===== config.mk =====
export PLATFORM = sky130hd
export DESIGN_NAME = axi2mem_tcdm_wr_if
export DESIGN_NICKNAME = d
export VERILOG_FILES = /design/src/rtl/axi2mem_pkg.sv /design/src/rtl/axi2mem_tcdm_wr_lane.sv /design/src/rtl/axi2mem_tcdm_wr_if.sv
export SDC_FILE = /design/constraint.sdc
export NUM_CORES = 1
export LEC_CHECK = 0
export BUFFER_PORTS_ARGS = -buffer_cell sky130_fd_sc_hd__buf_2
export CORE_MARGIN = 2
export CORE_UTILIZATION = 39
export DETAILED_ROUTE_END_ITERATION = 7
export HOLD_SLACK_MARGIN = 0.1
export PLACE_DENSITY = 0.75
export SLEW_MARGIN = 15
export SYNTH_ARGS = -nofsm -noshare
export SYNTH_HDL_FRONTEND = slang
export SYNTH_SLANG_ARGS = --single-unit

===== constraint.sdc =====
create_clock -name clk_i -period 2.4 [get_ports clk_i]
set_clock_uncertainty 0.05 [all_clocks]
set_input_delay 0.24 -clock clk_i [delete_from_list [all_inputs] [get_ports clk_i]]
set_output_delay 0.24 -clock clk_i [all_outputs]
set_load 0.03 [all_outputs]

===== src/rtl/axi2mem_pkg.sv =====
// Shared types for the AXI-to-TCDM write path: FSM states and beat counter width.
// No logic; constants and typedefs only.
// Not applicable (no handshakes).
package axi2mem_pkg;

    typedef enum logic [1:0] {
        ST_IDLE  = 2'd0,
        ST_BURST = 2'd1,
        ST_RESP  = 2'd2
    } wr_state_e;

    // Burst length field is beats-minus-one, so 8 bits covers 1..256 beats.
    localparam int BEAT_LEN_W = 8;

endpackage


===== src/rtl/axi2mem_tcdm_wr_lane.sv =====
// One 32-bit TCDM write lane: issues the lane head as a TCDM write, pops it on grant.
// Latency: combinational request/pop from the buffer head; done flag registered.
// Backpressure: holds request (stable addr/data) until granted; empty buffer stalls this lane only.
module axi2mem_tcdm_wr_lane #(
    parameter int ADDR_WIDTH = 32
) (
    input  logic                  clk,
    input  logic                  rst_n,
    input  logic                  active,
    input  logic                  beat_clr,
    input  logic [ADDR_WIDTH-1:0] lane_addr,
    input  logic [31:0]           pop_dat,
    input  logic [3:0]            pop_strb,
    input  logic                  pop_gnt,
    input  logic                  tcdm_gnt,
    output logic                  pop_req,
    output logic                  tcdm_req,
    output logic [ADDR_WIDTH-1:0] tcdm_add,
    output logic                  tcdm_wen,
    output logic [31:0]           tcdm_wdata,
    output logic [3:0]            tcdm_be,
    output logic                  lane_done
);

    logic done_q;
    logic pending;
    logic skip;

    // Lane still owes a word for this beat and the buffer has one ready.
    assign pending  = active & ~done_q & pop_gnt;
    // Fully masked words carry nothing to memory; drop them without a bus cycle.
    assign skip     = pending & (pop_strb == 4'b0000);
    assign tcdm_req = pending & (pop_strb != 4'b0000);
    assign pop_req  = (tcdm_req & tcdm_gnt) | skip;
    // Includes the finishing cycle so the beat can close the same cycle the last lane pops.
    assign lane_done = done_q | pop_req;

    assign tcdm_add   = tcdm_req ? lane_addr : '0;
    assign tcdm_wen   = ~tcdm_req;
    assign tcdm_wdata = tcdm_req ? pop_dat : 32'h0;
    assign tcdm_be    = tcdm_req ? pop_strb : 4'h0;

    // Track whether this lane has finished the current beat; beat close wins over a late pop.
    always_ff @(posedge clk) begin
        if (!rst_n) begin
            done_q <= 1'b0;
        end else if (beat_clr) begin
            done_q <= 1'b0;
        end else if (pop_req) begin
            done_q <= 1'b1;
        end
    end

endmodule


===== src/rtl/axi2mem_tcdm_wr_if.sv =====
// Burst write engine: turns a burst command into per-beat 2x32-bit TCDM writes, then one response.
// Latency: first TCDM request the cycle after command grant; response the cycle after the last beat.
// Backpressure: command only accepted in IDLE; beats wait on both lanes; response held until ready.
module axi2mem_tcdm_wr_if
    import axi2mem_pkg::*;
#(
    parameter int ADDR_WIDTH = 32,
    parameter int ID_WIDTH   = 6
) (
    input  logic                       clk_i,
    input  logic                       rst_ni,
    input  logic                       cmd_req_i,
    output logic                       cmd_gnt_o,
    input  logic [ADDR_WIDTH-1:0]      cmd_addr_i,
    input  logic [7:0]                 cmd_len_i,
    input  logic [ID_WIDTH-1:0]        cmd_id_i,
    input  logic [1:0][31:0]           wr_data_pop_dat_i,
    input  logic [1:0][3:0]            wr_data_pop_strb_i,
    input  logic [1:0]                 wr_data_pop_gnt_i,
    output logic [1:0]                 wr_data_pop_req_o,
    output logic [1:0]                 tcdm_req_o,
    input  logic [1:0]                 tcdm_gnt_i,
    output logic [1:0][ADDR_WIDTH-1:0] tcdm_add_o,
    output logic [1:0]                 tcdm_wen_o,
    output logic [1:0][31:0]           tcdm_wdata_o,
    output logic [1:0][3:0]            tcdm_be_o,
    output logic                       resp_valid_o,
    input  logic                       resp_ready_i,
    output logic [ID_WIDTH-1:0]        resp_id_o
);

    wr_state_e                   state_q;
    logic [ADDR_WIDTH-1:0]       base_q;
    logic [BEAT_LEN_W-1:0]       len_q;
    logic [BEAT_LEN_W-1:0]       beat_q;
    logic [ID_WIDTH-1:0]         id_q;

    logic                        active;
    logic                        beat_done;
    logic [1:0]                  lane_done;
    logic [ADDR_WIDTH-1:0]       beat_off;
    logic [1:0][ADDR_WIDTH-1:0]  lane_addr;

    assign active    = (state_q == ST_BURST);
    assign beat_done = active & lane_done[0] & lane_done[1];
    assign resp_id_o = id_q;

    // Each beat is 8 bytes; address arithmetic wraps naturally at 2^ADDR_WIDTH.
    assign beat_off     = ADDR_WIDTH'(beat_q) << 3;
    assign lane_addr[0] = base_q + beat_off;
    assign lane_addr[1] = base_q + beat_off + ADDR_WIDTH'(4);

    // Command latch, beat sequencing and the registered handshake outputs.
    always_ff @(posedge clk_i) begin
        if (!rst_ni) begin
            state_q      <= ST_IDLE;
            base_q       <= '0;
            len_q        <= '0;
            beat_q       <= '0;
            id_q         <= '0;
            cmd_gnt_o    <= 1'b1;
            resp_valid_o <= 1'b0;
        end else begin
            case (state_q)
                ST_IDLE: begin
                    if (cmd_req_i) begin
                        base_q    <= {cmd_addr_i[ADDR_WIDTH-1:3], 3'b000};
                        len_q     <= cmd_len_i;
                        id_q      <= cmd_id_i;
                        beat_q    <= '0;
                        state_q   <= ST_BURST;
                        cmd_gnt_o <= 1'b0;
                    end
                end
                ST_BURST: begin
                    if (beat_done) begin
                        if (beat_q == len_q) begin
                            state_q      <= ST_RESP;
                            resp_valid_o <= 1'b1;
                        end else begin
                            beat_q <= beat_q + 1'b1;
                        end
                    end
                end
                ST_RESP: begin
                    if (resp_ready_i) begin
                        state_q      <= ST_IDLE;
                        resp_valid_o <= 1'b0;
                        cmd_gnt_o    <= 1'b1;
                    end
                end
                default: begin
                    state_q      <= ST_IDLE;
                    resp_valid_o <= 1'b0;
                    cmd_gnt_o    <= 1'b1;
                end
            endcase
        end
    end

    for (genvar i = 0; i < 2; i++) begin : g_lane
        axi2mem_tcdm_wr_lane #(
            .ADDR_WIDTH (ADDR_WIDTH)
        ) u_lane (
            .clk        (clk_i),
            .rst_n      (rst_ni),
            .active     (active),
            .beat_clr   (beat_done),
            .lane_addr  (lane_addr[i]),
            .pop_dat    (wr_data_pop_dat_i[i]),
            .pop_strb   (wr_data_pop_strb_i[i]),
            .pop_gnt    (wr_data_pop_gnt_i[i]),
            .tcdm_gnt   (tcdm_gnt_i[i]),
            .pop_req    (wr_data_pop_req_o[i]),
            .tcdm_req   (tcdm_req_o[i]),
            .tcdm_add   (tcdm_add_o[i]),
            .tcdm_wen   (tcdm_wen_o[i]),
            .tcdm_wdata (tcdm_wdata_o[i]),
            .tcdm_be    (tcdm_be_o[i]),
            .lane_done  (lane_done[i])
        );
    end

endmodule

Word level (Yosys, flattened, before mapping)

Index checks and enable logic that the tools add are counted.

Flip-flop bits (word level): 57
Bits of input ports: 126
Logic and storage cells: 77

Add/subtract/negate cells: 3
Equality and inequality tests: 8
Muxes and demuxes: 22
Bitwise logic cells: 23
Reductions and logical operators: 12

Operators with widths:

| kind                                                   | number |
|---|---|
| two-way mux 32 bit                                     | 4 |
| adder 32 x 11 -> 32 bit                                | 1 |
| adder 32 x 3 -> 32 bit (second input constant)         | 1 |
| two-way mux 8 bit                                      | 3 |
| one-hot mux 8 bit (2 select lines)                     | 1 |
| bitwise AND 1 bit                                      | 12 |
| AND reduction 4 bit                                    | 3 |
| adder 8 x 1 -> 8 bit (second input constant)           | 1 |
| equality test 8 bit                                    | 1 |
| zero test 4 bit                                        | 2 |
| two-way mux 2 bit                                      | 4 |
| two-way mux 4 bit                                      | 2 |
| nonzero test 4 bit                                     | 2 |
| NOT 1 bit                                              | 7 |
| inequality test 2 bit (second input constant)          | 3 |
| one-hot mux 1 bit (3 select lines)                     | 2 |
| one-hot mux 2 bit (3 select lines)                     | 1 |
| two-way mux 1 bit                                      | 5 |
| inequality test 2 x 1 -> 1 bit (second input constant) | 2 |
| OR 1 bit                                               | 4 |
| AND reduction 3 bit                                    | 1 |
| equality test 2 x 1 -> 1 bit (second input constant)   | 1 |
| equality test 2 bit (second input constant)            | 1 |
| zero test 2 bit                                        | 1 |
| 3 further kinds                                        | 3 |

Longest topological paths before layout

Depth in word-level cells: 11
Mapped depth: 9

Hierarchy

A second synthesis with hierarchy kept.

Cells, all modules: 552
Area, all modules: 4469.3 um^2

Modules (own cells, without submodules):

| module               | times used | cells an instance | area each (um^2) | sequential area each (um^2) |
|---|---|---|---|---|
| axi2mem_tcdm_wr_if   | 1          | 382               | 3093.0           | 1101.1 |
| axi2mem_tcdm_wr_lane | 2          | 85                | 688.2            | 20.0 |

Least setup slack after synthesis

Ideal clock, no wire load.

Path kind: register to output
From: reg beat_q[0]
To: out tcdm_add_o[41] in the netlist's numbering
Arrival: 2353 ps
Data required time: 2110 ps
Path slack: -243 ps
Stages on the path, launching flop included: 10
Buffers on the path: 0
Path through: dfxtp_1 ha_1 inv_1 fa_1 nor2b_1 o21a_2 o21a_1 o21a_1 nor3_1 nor3b_1

RTL lines:

| element                  | line                     | text |
|---|---|---|
| start: declaration       | axi2mem_tcdm_wr_if.sv:35 | `logic [BEAT_LEN_W-1:0] beat_q;` |
| start signal: assignment | axi2mem_tcdm_wr_if.sv:81 | `beat_q <= beat_q + 1'b1;` |
| end: declaration         | axi2mem_tcdm_wr_if.sv:23 | `output logic [1:0][ADDR_WIDTH-1:0] tcdm_add_o,` |

==> tab_implementation.tex <==
\begin{tabular}{lr}
\hline
Metric & Value \\
\hline
\multicolumn{2}{l}{\textbf{Run status}} \\
Result of the run & finished, violations left \\
Failing checks & setup timing \\
\multicolumn{2}{l}{\textbf{Detailed routing}} \\
Initial detailed-routing violation count & 240 \\
Final wirelength & 15.6 mm \\
\# DRC & 0 \\
Vias & 5009 \\
Via density per instance & 4.95 \\
Drt pass-1 iters & 4 \\
WL per Instance & 15.4 µm \\
Residual antenna-violating net count after detailed routing & 0 \\
\multicolumn{2}{l}{\textbf{GRT}} \\
Global Route Usage Sum & 25.7\% \\
Initial antenna violation count & 0 \\
Maximum number of pins on one net before global-route repair & 41 \\
GR Layer Usage met3 & 5.96\% \\
First-pass GRT wire length & 23.3 mm \\
Number of global-route vias before repair & 4773 \\
Met1 track demand over resource & 30.7\% \\
Grt peak-use layer & met2 \\
Overflow left after global routing & 0 \\
Met2 GRT Util & 46.2\% \\
\multicolumn{2}{l}{\textbf{Pwr}} \\
Total power & 2.81 mW \\
Sequential cell fraction of total power & 36.9\% \\
Switch Pwr & 0.880 mW \\
Pwr Density & 408 nW/µm² \\
Leakage & 3.32 nW \\
Part of the total power dissipated in combinational logic & 25.8\% \\
Clock network power share & 37.3\% \\
Peak supply drop & 0.233 mV \\
Internal & 1.93 mW \\
Sw Share & 31.3\% \\
\multicolumn{2}{l}{\textbf{STA}} \\
Post-layout min period & 2.76 ns \\
Slew at the pin closest to its max-slew limit & 0.685 ns \\
Final hold violations & 0 \\
Setup-failing EPs final & 46 \\
Number of max-slew violations in the final report & 0 \\
Post-Route Setup TNS & -9.77 ns \\
Period Utilization, post-route & 115\% \\
Final hold slack & 0.115 ns \\
Setup repair after global routing missed its margin & yes \\
Maximum frequency from static timing analysis & 362 MHz \\
Final setup margin & -0.359 ns \\
Max transition margin & 54.3\% \\
\multicolumn{2}{l}{\textbf{Clocking}} \\
Clock edge transition at the registers on the reported setup and hold paths & 0.07 ns \\
Clock latency of the later-clocked register in the worst-skew pair & 0.34 ns \\
Clock buffer depth & 2 \\
Number of H-tree levels & 3 \\
Clock sink count & 57 \\
CTS Root Cell & sky130\_fd\_sc\_hd\_\_clkbuf\_8 \\
Clock tree from TritonCTS & yes \\
Total clock buffers created by CTS & 9 \\
\multicolumn{2}{l}{\textbf{Die}} \\
Ports & 276 \\
Overall die height & 107 µm \\
Number of placement rows & 37 \\
Effective utilization at floorplan & 40.2\% \\
Die ar. & 11500 µm² \\
Core Box Area & 10300 µm² \\
Die extent in x & 107 µm \\
\multicolumn{2}{l}{\textbf{Synth}} \\
Distinct cells, synth & 60 \\
Count leader, synth & sky130\_fd\_sc\_hd\_\_nand2\_1 \\
Share of the synthesized area in the top cell type & 27.5\% \\
EDFF count, synth & 0 \\
Flop and latch count out of synthesis & 57 \\
Main flop type after synthesis & sky130\_fd\_sc\_hd\_\_dfxtp\_1 \\
Most instantiated cells after synthesis & sky130\_fd\_sc\_hd\_\_nand2\_1 (100), sky130\_fd\_sc\_hd\_\_nor2\_1 (67), sky130\_fd\_sc\_hd\_\_dfxtp\_1 (57) \\
Synth area leader & sky130\_fd\_sc\_hd\_\_dfxtp\_1 \\
Warnings from Yosys & 0 \\
Number of instances in the synthesized netlist & 554 \\
Share of flip-flops with an asynchronous set or reset after synthesis & 0\% \\
Synthesized area & 4150 µm² \\
Share of synthesized area occupied by flip-flops and latches & 27.5\% \\
Biggest area contributors in the synthesized netlist & sky130\_fd\_sc\_hd\_\_dfxtp\_1 (28\%), sky130\_fd\_sc\_hd\_\_nand2\_1 (9.0\%), sky130\_fd\_sc\_hd\_\_a21boi\_0 (8.3\%) \\
Mean Syn Cell Area & 7.49 µm² \\
\multicolumn{2}{l}{\textbf{Job}} \\
Max-Cap Viols & 0 \\
\multicolumn{2}{l}{\textbf{Cells and area}} \\
Total of fill cells in the finished design & 894 \\
Fraction of layout cells with a size suffix above 1 & 46.9\% \\
Net count of the finished layout & 1007 \\
Diodes inserted & 0 \\
Final Core Density & 66.7\% \\
Area Growth Syn to Fin & 66.0\% \\
\multicolumn{2}{l}{\textbf{Place}} \\
Placer's final routability congestion estimate & 0.838 \\
PortBufs & 267 \\
Sum of net half-perimeters after detailed placement & 11.1 mm \\
\multicolumn{2}{l}{\textbf{Setup path}} \\
Type of the worst setup path & reg -> out \\
Req. time, crit path & 2.11 ns \\
Crit path max fanout & 7 \\
Reg2Reg Capture Point & resp\_id\_o[1] \\
R2R depth & 6 \\
Critical path endpoint category & output port \\
CP arrival & 2.47 ns \\
Setup slack of the worst register-to-register path & 0.36 ns \\
Startpoint type of the worst setup path & flip-flop \\
Startpoint of the worst register-to-register path & state\_q[0] \\
\multicolumn{2}{l}{\textbf{Min path}} \\
Start point of the worst min-delay path & cmd\_addr\_i[22] \\
Kind of path behind the tightest hold check & in -> reg \\
WHS Endpoint & base\_q[22] \\
WHS Path Cells & 3 \\
\hline
\end{tabular}
## metrics by stage
| stage | area [µm²] | std cells | setup slack [ns] |
|---|---|---|---|
| after detailed placement | 5780 | 953 | -0.0838 |
| after floorplan | 4200 | 558 | -0.0401 |
| after CTS | 6760 | 1010 | -0.365 |
| final | 6890 | 1012 | -0.359 |
| after global routing | 6890 | 1012 | -0.476 |
| after global placement | 5780 | 953 | -0.0422 |
## critical path, cell delays in order (launching register included)
cell and delay, ns:
sky130_fd_sc_hd__dfxtp_2 0.35, sky130_fd_sc_hd__ha_4 0.14, sky130_fd_sc_hd__inv_2 0.04, sky130_fd_sc_hd__fa_2 0.33, sky130_fd_sc_hd__nor2b_1 0.12, sky130_fd_sc_hd__o21a_2 0.16
sky130_fd_sc_hd__o211ai_4 0.09, sky130_fd_sc_hd__buf_6 0.16, sky130_fd_sc_hd__a2111oi_4 0.33, sky130_fd_sc_hd__xnor2_2 0.12, sky130_fd_sc_hd__nor2_1 0.13, sky130_fd_sc_hd__buf_4 0.17
## timing repair
action                                  4_1_cts  5_1_grt
setup buffers                                 9        3
hold buffers                                 32        0
gates resized for setup                     106       20
endpoints found under the setup margin       48       48
hold endpoints to repair                     32        0
pin swaps                                    30       32
## routing by layer
metal / routed length [µm] / vias up
li1: - / 2475
met1: 6370 / 2329
met2: 7950 / 185
met3: 1070 / 20
met4: 219 / 0
met5: 0 / -
## layout by cell type, fill, tap and decap left out, types with 3 or more instances in the layout
| master | n |
|---|---|
| sky130_fd_sc_hd__a21boi_0 | 45 |
| sky130_fd_sc_hd__nand4_1 | 4 |
| sky130_fd_sc_hd__o2111ai_2 | 4 |
| sky130_fd_sc_hd__o21a_1 | 3 |
| sky130_fd_sc_hd__o21ai_2 | 3 |
| sky130_fd_sc_hd__buf_2 | 219 |
| sky130_fd_sc_hd__inv_1 | 5 |
| sky130_fd_sc_hd__nand3_1 | 8 |
| sky130_fd_sc_hd__a21oi_4 | 4 |
| sky130_fd_sc_hd__nand2_1 | 98 |
| sky130_fd_sc_hd__nor3_1 | 9 |
| sky130_fd_sc_hd__o211ai_1 | 3 |
| sky130_fd_sc_hd__dfxtp_2 | 8 |
| sky130_fd_sc_hd__buf_4 | 87 |
| sky130_fd_sc_hd__buf_6 | 9 |
| sky130_fd_sc_hd__dlygate4sd3_1 | 32 |
| sky130_fd_sc_hd__and3_1 | 37 |
| sky130_fd_sc_hd__and2_1 | 42 |
| sky130_fd_sc_hd__nor2_1 | 65 |
| sky130_fd_sc_hd__a21oi_1 | 4 |
| sky130_fd_sc_hd__a211oi_2 | 5 |
| sky130_fd_sc_hd__xnor2_2 | 6 |
| sky130_fd_sc_hd__xor2_2 | 5 |
| sky130_fd_sc_hd__conb_1 | 5 |
| sky130_fd_sc_hd__nor3b_2 | 3 |
| sky130_fd_sc_hd__xnor2_1 | 18 |
| sky130_fd_sc_hd__dfxtp_1 | 48 |
| sky130_fd_sc_hd__a21o_1 | 7 |
| sky130_fd_sc_hd__nor2b_1 | 3 |
| sky130_fd_sc_hd__ha_4 | 6 |
| sky130_fd_sc_hd__ha_1 | 3 |
| sky130_fd_sc_hd__clkbuf_8 | 11 |
| sky130_fd_sc_hd__xor2_1 | 9 |
## kinds of logic (layout without fill, tap and decap cells)
| group | after synthesis | in the layout | share of synthesized area (%) |
|---|---|---|---|
| xor gates and xnor gates | 38 | 38 | 8.02 |
| DFF | 57 | 57 | 27.5 |
| AOI/OAI and AO/OA | 93 | 93 | 17.5 |
| and+or+nand+nor | 301 | 301 | 36.9 |
| other | 1 | 5 | 0.0904 |
| adders and majority gates | 10 | 10 | 3.20 |
| buffers and inverters | 53 | 371 | 6.55 |
| muxes | 1 | 1 | 0.241 |
## power by group through the flow
stage / Clock [mW] / Combinational (mW) / Sequential [mW]
6_report: 1.05 / 0.724 / 1.04
5_1_grt: 1.11 / 0.778 / 1.04
3_5_place_dp: 0 / 0.651 / 1.05
2_1_floorplan: 0 / 0.403 / 1.06
3_3_place_gp: 0 / 0.646 / 1.05
4_1_cts: 1.06 / 0.715 / 1.03
## area by class of cell
cell class,count,area [µm²],area share (%)
Clock buffer,11,151,2.20
Clock inverter,5,77.6,1.13
Inverter,7,26.3,0.382
Multi-Input combinational cell,448,3120,45.2
Sequential cell,57,1150,16.8
Tap cell,136,170,2.47
Timing Repair Buffer,348,2190,31.8
## worst max path at each step
| stage | from | end | slack (ns) | depth (start not counted) |
|---|---|---|---|---|
| after CTS | base_q[3] | tcdm_add_o[29] | -0.36 | 11 |
| after floorplan | beat_q[0] | tcdm_add_o[29] | -0.04 | 9 |
| after detailed placement | base_q[3] | tcdm_add_o[25] | -0.08 | 10 |
| after global placement | base_q[3] | tcdm_add_o[25] | -0.04 | 10 |
| final | base_q[3] | tcdm_add_o[29] | -0.36 | 11 |
| after global routing | base_q[3] | tcdm_add_o[29] | -0.48 | 11 |
## registers in the layout (all words and copies together) (netlist names)
name,flops
resp_id_o,6
len_q,8
g_lane.u_lane.done_q,2
beat_q,8
state_q,2
base_q,29
resp_valid_o,1
cmd_gnt_o,1
Note: power is estimated with default switching activity, not from simulation.
